--- src/rtl/sub_shft_div.sv ---
// Sequential restoring signed divider: 2N-bit dividend / N-bit divisor, one quotient bit per clock.
// Truncates toward zero; shares the start/done handshake with the shift-add signed multiplier.
module sub_shft_div #(
  parameter int N = 8
) (
  input  logic                  clk,
  input  logic                  rst,
  input  logic signed [2*N-1:0] a,
  input  logic signed [N-1:0]   b,
  input  logic                  start,
  output logic signed [N-1:0]   q,
  output logic signed [N-1:0]   r,
  output logic                  done,
  output logic                  dbz,
  output logic                  ovf
);

  localparam int CW = (N > 2) ? $clog2(N) : 1;
  localparam logic [CW-1:0]    CNT_ONE  = 1;
  localparam logic [CW-1:0]    CNT_LAST = CW'(N - 1);
  localparam logic [2*N-1:0]   ONE_2N   = 1;
  localparam logic [N-1:0]     ONE_N    = 1;

  typedef enum logic [1:0] {IDLE, CALC, FIX} state_t;

  state_t          state;
  logic            sa, sb, e_dbz, e_ovf;
  logic [N:0]      rem;
  logic [N-1:0]    quo, dvs;
  logic [CW-1:0]   cnt;

  logic [2*N-1:0]  a_mag;
  logic [N-1:0]    b_mag;
  logic            b_zero, pre_ovf;
  logic [N:0]      rem_sh;
  logic            fits;
  logic            neg_q, q_ovf;

  function automatic logic [2*N-1:0] abs_2n(input logic [2*N-1:0] x);
    return x[2*N-1] ? ((~x) + ONE_2N) : x;
  endfunction

  function automatic logic [N-1:0] abs_n(input logic [N-1:0] x);
    return x[N-1] ? ((~x) + ONE_N) : x;
  endfunction

  function automatic logic [N-1:0] apply_sign(input logic neg, input logic [N-1:0] mag);
    return neg ? ((~mag) + ONE_N) : mag;
  endfunction

  // Magnitude range of an N-bit signed result: +2^(N-1)-1 when positive, 2^(N-1) when negative.
  function automatic logic quo_sat(input logic neg, input logic [N-1:0] mag);
    return mag[N-1] & (~neg | (|mag[N-2:0]));
  endfunction

  assign a_mag   = abs_2n(a);
  assign b_mag   = abs_n(b);
  assign b_zero  = (b == '0);
  assign pre_ovf = (a_mag[2*N-1:N] >= b_mag);

  // Restoring step: shift {rem,quo} left, subtract the divisor when it fits.
  assign rem_sh  = {rem[N-1:0], quo[N-1]};
  assign fits    = (rem_sh >= {1'b0, dvs});
  assign neg_q   = sa ^ sb;
  assign q_ovf   = quo_sat(neg_q, quo);

  always_ff @(posedge clk) begin
    if (rst) begin
      state <= IDLE;
      q     <= '0;
      r     <= '0;
      dbz   <= 1'b0;
      ovf   <= 1'b0;
      done  <= 1'b1;
    end else if (start) begin
      done  <= 1'b0;
      sa    <= a[2*N-1];
      sb    <= b[N-1];
      rem   <= {1'b0, a_mag[2*N-1:N]};
      quo   <= a_mag[N-1:0];
      dvs   <= b_mag;
      cnt   <= '0;
      e_dbz <= b_zero;
      e_ovf <= ~b_zero & pre_ovf;
      state <= (b_zero || pre_ovf) ? FIX : CALC;
    end else begin
      case (state)
        CALC: begin
          rem <= fits ? (rem_sh - {1'b0, dvs}) : rem_sh;
          quo <= {quo[N-2:0], fits};
          cnt <= cnt + CNT_ONE;
          if (cnt == CNT_LAST) state <= FIX;
        end
        // Result stage: early flags take priority, then the signed range check.
        FIX: begin
          if (e_dbz || e_ovf || q_ovf) begin
            q   <= '0;
            r   <= '0;
            dbz <= e_dbz;
            ovf <= ~e_dbz;
          end else begin
            q   <= apply_sign(neg_q, quo);
            r   <= apply_sign(sa, rem[N-1:0]);
            dbz <= 1'b0;
            ovf <= 1'b0;
          end
          done  <= 1'b1;
          state <= IDLE;
        end
        default: ;
      endcase
    end
  end

endmodule

--- config.mk ---
export PLATFORM = sky130hd
export DESIGN_NAME = sub_shft_div
export DESIGN_NICKNAME = d
export VERILOG_FILES = /design/src/rtl/sub_shft_div.sv
export SDC_FILE = /design/constraint.sdc
export NUM_CORES = 1
export LEC_CHECK = 0
export ABC_CLOCK_PERIOD_IN_PS = 3250
export CAP_MARGIN = 20
export CORE_MARGIN = 2
export CORE_UTILIZATION = 50
export CTS_CLUSTER_DIAMETER = 80
export DETAILED_ROUTE_END_ITERATION = 10
export PLACE_DENSITY = 0.77
export SYNTH_ARGS = -nofsm -noshare
export SYNTH_HDL_FRONTEND = slang
export SYNTH_SLANG_ARGS = --single-unit
--- constraint.sdc ---
create_clock -name clk -period 3.25 [get_ports clk]
set_input_delay 0.8125 -clock clk [delete_from_list [all_inputs] [get_ports clk]]
set_output_delay 0.8125 -clock clk [all_outputs]
set_load 0.02 [all_outputs]
==> metrics.md <==
| Metric | Value |
|---|---|
| Status | `finished clean` |
| Commonest cells in the netlist | `33 x nand2_1, 31 x edfxtp_1, 31 x nor2_1, 30 x inv_1, 24 x a21oi_1` |
| Setup ws final | `50.5 ps` |
| Die height | `85.6 um` |
| CTS tree | `yes` |
| Post-route cell area | `0.00441 sq mm` |
| GRT overflow | `0` |
| Clock Tree Root | `clkbuf_8` |
| Fmax | `0.313 GHz` |
| Gate Count Post-Synth | `350` |
| Antenna violations before repair | `0` |
| Layout fillers | `497` |
| Largest cells by area after synthesis | `edfxtp_1 28%, dfxtp_1 13%, ha_1 8.3%, xnor2_1 4.2%, xor2_1 4.2%` |
| R2r startpoint | `rem[5]` |
| Initial Util | `52.1%` |
| Core area | `0.00639 sq mm` |
| CP Cell Sequence | `clkdlybuf4s50_1 > nor3_2 > nand3_1 > or4b_2 > ha_1 > and3_4 > and2_1 > a31oi_2 > a21oi_1` |
| Top_reg_cell synth | `edfxtp_1` |
| Hold_buf cts | `0` |
| Fin. Hold Viols | `0` |
| Die ar. | `0.00732 sq mm` |
| DRT Pass-1 Iters | `4` |
| FP Rows | `29` |
| Clock Latency Late Sink | `310 ps` |
| Pwr dens | `382 mW/mm^2` |
| Die Wd | `85.6 um` |
| Most frequent cell after synthesis | `nand2_1` |
| Tcrit/Tclk final | `98.4%` |
| WP buf/inv | `1` |
| Post-Route Skew | `8.62 ps` |
| Register area share after synthesis | `40.6%` |
| Worst path top cell family by delay | `simple AND/OR/NAND/NOR gates` |
| Post-Syn Area | `0.00333 sq mm` |
| Worst setup SP type | `input port` |
| Critical path type | `in2reg` |
| CTS buffer count | `5` |
| Clk buf depth | `2` |
| H-Tree Depth | `2` |
| Crit path capture type | `flop` |
| ANT cells | `0` |
| Layout cell share with drive strength beyond 1 | `22.7%` |
| Drt first-iter violations | `176` |
| YS warnings | `0` |
| Port buffer count | `45` |
| Setup TNS | `0 ps` |
| Slew @ Worst Pin | `732 ps` |
| FF-to-FF path depth | `7` |
| DP Worst Slack | `-491 ps` |
| Synth area leader | `edfxtp_1` |
| Syn nets | `400` |
| CTS clk-pin slew, worst paths | `100 ps` |
| Tmin final | `3200 ps` |
| Top-Level Pins | `46` |
| Post-synthesis cell type count | `52` |
| Drt via density | `5.41` |
| Core Util, Final | `69.0%` |
| CTS Sinks | `52` |
| Slew Viols, Final | `0` |
| Min-delay worst type | `reg2reg` |
| EDFF count, synth | `31` |
| Via count | `2,818` |
| Reg2reg end | `rem[4]` |
| Yosys reg bits | `52` |
| Crit path DAT | `3250 ps` |
| Hold_sp | `r[7]` |
| Yosys top cell area share | `28.0%` |
| Crit path max fanout | `2` |
| Max stage delay on crit path | `690 ps` |
| First-pass GRT wire length | `12,200 um` |
| FF-to-FF setup slack | `780 ps` |
| Max-slew headroom | `50.9%` |
| Vias in the first global route | `2,705` |
| Syn avg cell area | `9.51 sq um` |
| HPWL after DPL | `5700 um` |
| DP Area | `0.00419 sq mm` |
| Maximum VDD drop | `0.247 mV` |
| Largest net degree at the start of global routing | `29` |
| Setup violations, final | `0` |
| Area delta synth->final | `32.5%` |
| FFs w/ async S/R, synth | `0%` |
| Nets | `493` |
| Crit path required time | `3300 ps` |
| Number of remaining DRC errors | `0` |
| Max cap viols | `0` |
| Hold Path Sink | `r[7]` |
| Routed len/inst | `14.3 um` |
| Min-Delay Path Depth | `2` |
| Routability congestion estimate | `0.854` |
| Slowest-stage cell, CP | `or4b_2` |
| DRT Wirelength | `7470 um` |
| Cell leakage power | `1.82 nW` |
| Antenna-violating nets left | `0` |
| Gr usage total | `20.6%` |
==> through the flow <==
step | total power [mW] | hold WS [ps] | std cells
global route | 1.77 | 480 | 521
detailed placement | 1.27 | 441 | 510
floorplan | 1.09 | 495 | 350
finish | 1.68 | 461 | 521
CTS | 1.67 | 463 | 520
global placement | 1.25 | 435 | 510
==> worst register-to-register path, delay by kind of cell (launching register included) <==
kind / cells / cell delay [ps]
mux: 2 / 610
compound gates: 3 / 500
flops: 1 / 490
fa+ha+maj: 1 / 400
buf+inv: 1 / 230
==> state kept, by name, indices dropped and copies added (netlist names), 2 cells and up <==
register	flops
dvs	8
quo	8
rem	8
state	2
r	8
cnt	3
q	8
==> per-layer routing <==
layer	wire (um)	track usage (%)	vias to the layer above
li1	-	-	1428
met1	3180	26.9	1293
met2	3800	35.1	80
met3	340	3.27	17
met4	154	6.78	0
met5	0	0	-
==> layout by cell type (no fill, tap or decap), types with 7 or more instances in the layout <==
cell type	n
a21oi_1	24
buf_4	53
clkdlybuf4s50_1	41
dfxtp_1	21
edfxtp_1	31
ha_1	22
inv_1	30
mux2i_1	8
nand2_1	32
nor2_1	31
nor2b_1	7
o21ai_0	10
o21ai_2	11
o31ai_1	7
xnor2_1	15
xor2_1	15
==> final cells by class <==
cell class / count / area (sq um) / area share (%)
timing repair buffer: 98 / 843 / 19.1
clock inverter: 2 / 13.8 / 0.312
tap: 77 / 96.3 / 2.19
multi-input combinational: 256 / 1910 / 43.3
inverter: 30 / 113 / 2.55
clock buffer: 6 / 82.6 / 1.87
sequential: 52 / 1350 / 30.7
==> worst max path at each step <==
stage,start,to,slack (ps),cells after the start
after detailed placement,a[9],e_ovf,-490,10
after global placement,a[9],e_ovf,-450,10
after floorplan,a[9],e_ovf,6,9
after global routing,b[2],state[1],-70,10
after CTS,a[5],e_ovf,3,11
final,b[2],e_ovf,50,9
==> report_power, final <==
group	switching (mW)	internal [mW]	total [mW]	leakage, nW
Combinational	0.251	0.250	0.501	1.31
Clock	0.222	0.175	0.396	0.0516
Sequential	0.0354	0.750	0.786	0.459
Total	0.509	1.17	1.68	1.82
==> logic make-up after synthesis <==
kind of cell	after synthesis	share of synthesized area [%]
flops	52	40.6
xor+xnor	32	8.42
simple gates	107	16.4
compound gates	81	16.5
buf+inv	42	5.04
mux	13	4.10
fa+ha+maj	23	8.88
==> timing repair <==
item,CTS,global route
buffers inserted,2,1
endpoints found under the setup margin,3,3
resized for setup,11,14
hold endpoints to repair,0,0
pin swaps,10,4
No activity file was read; power rests on OpenSTA's default activity.
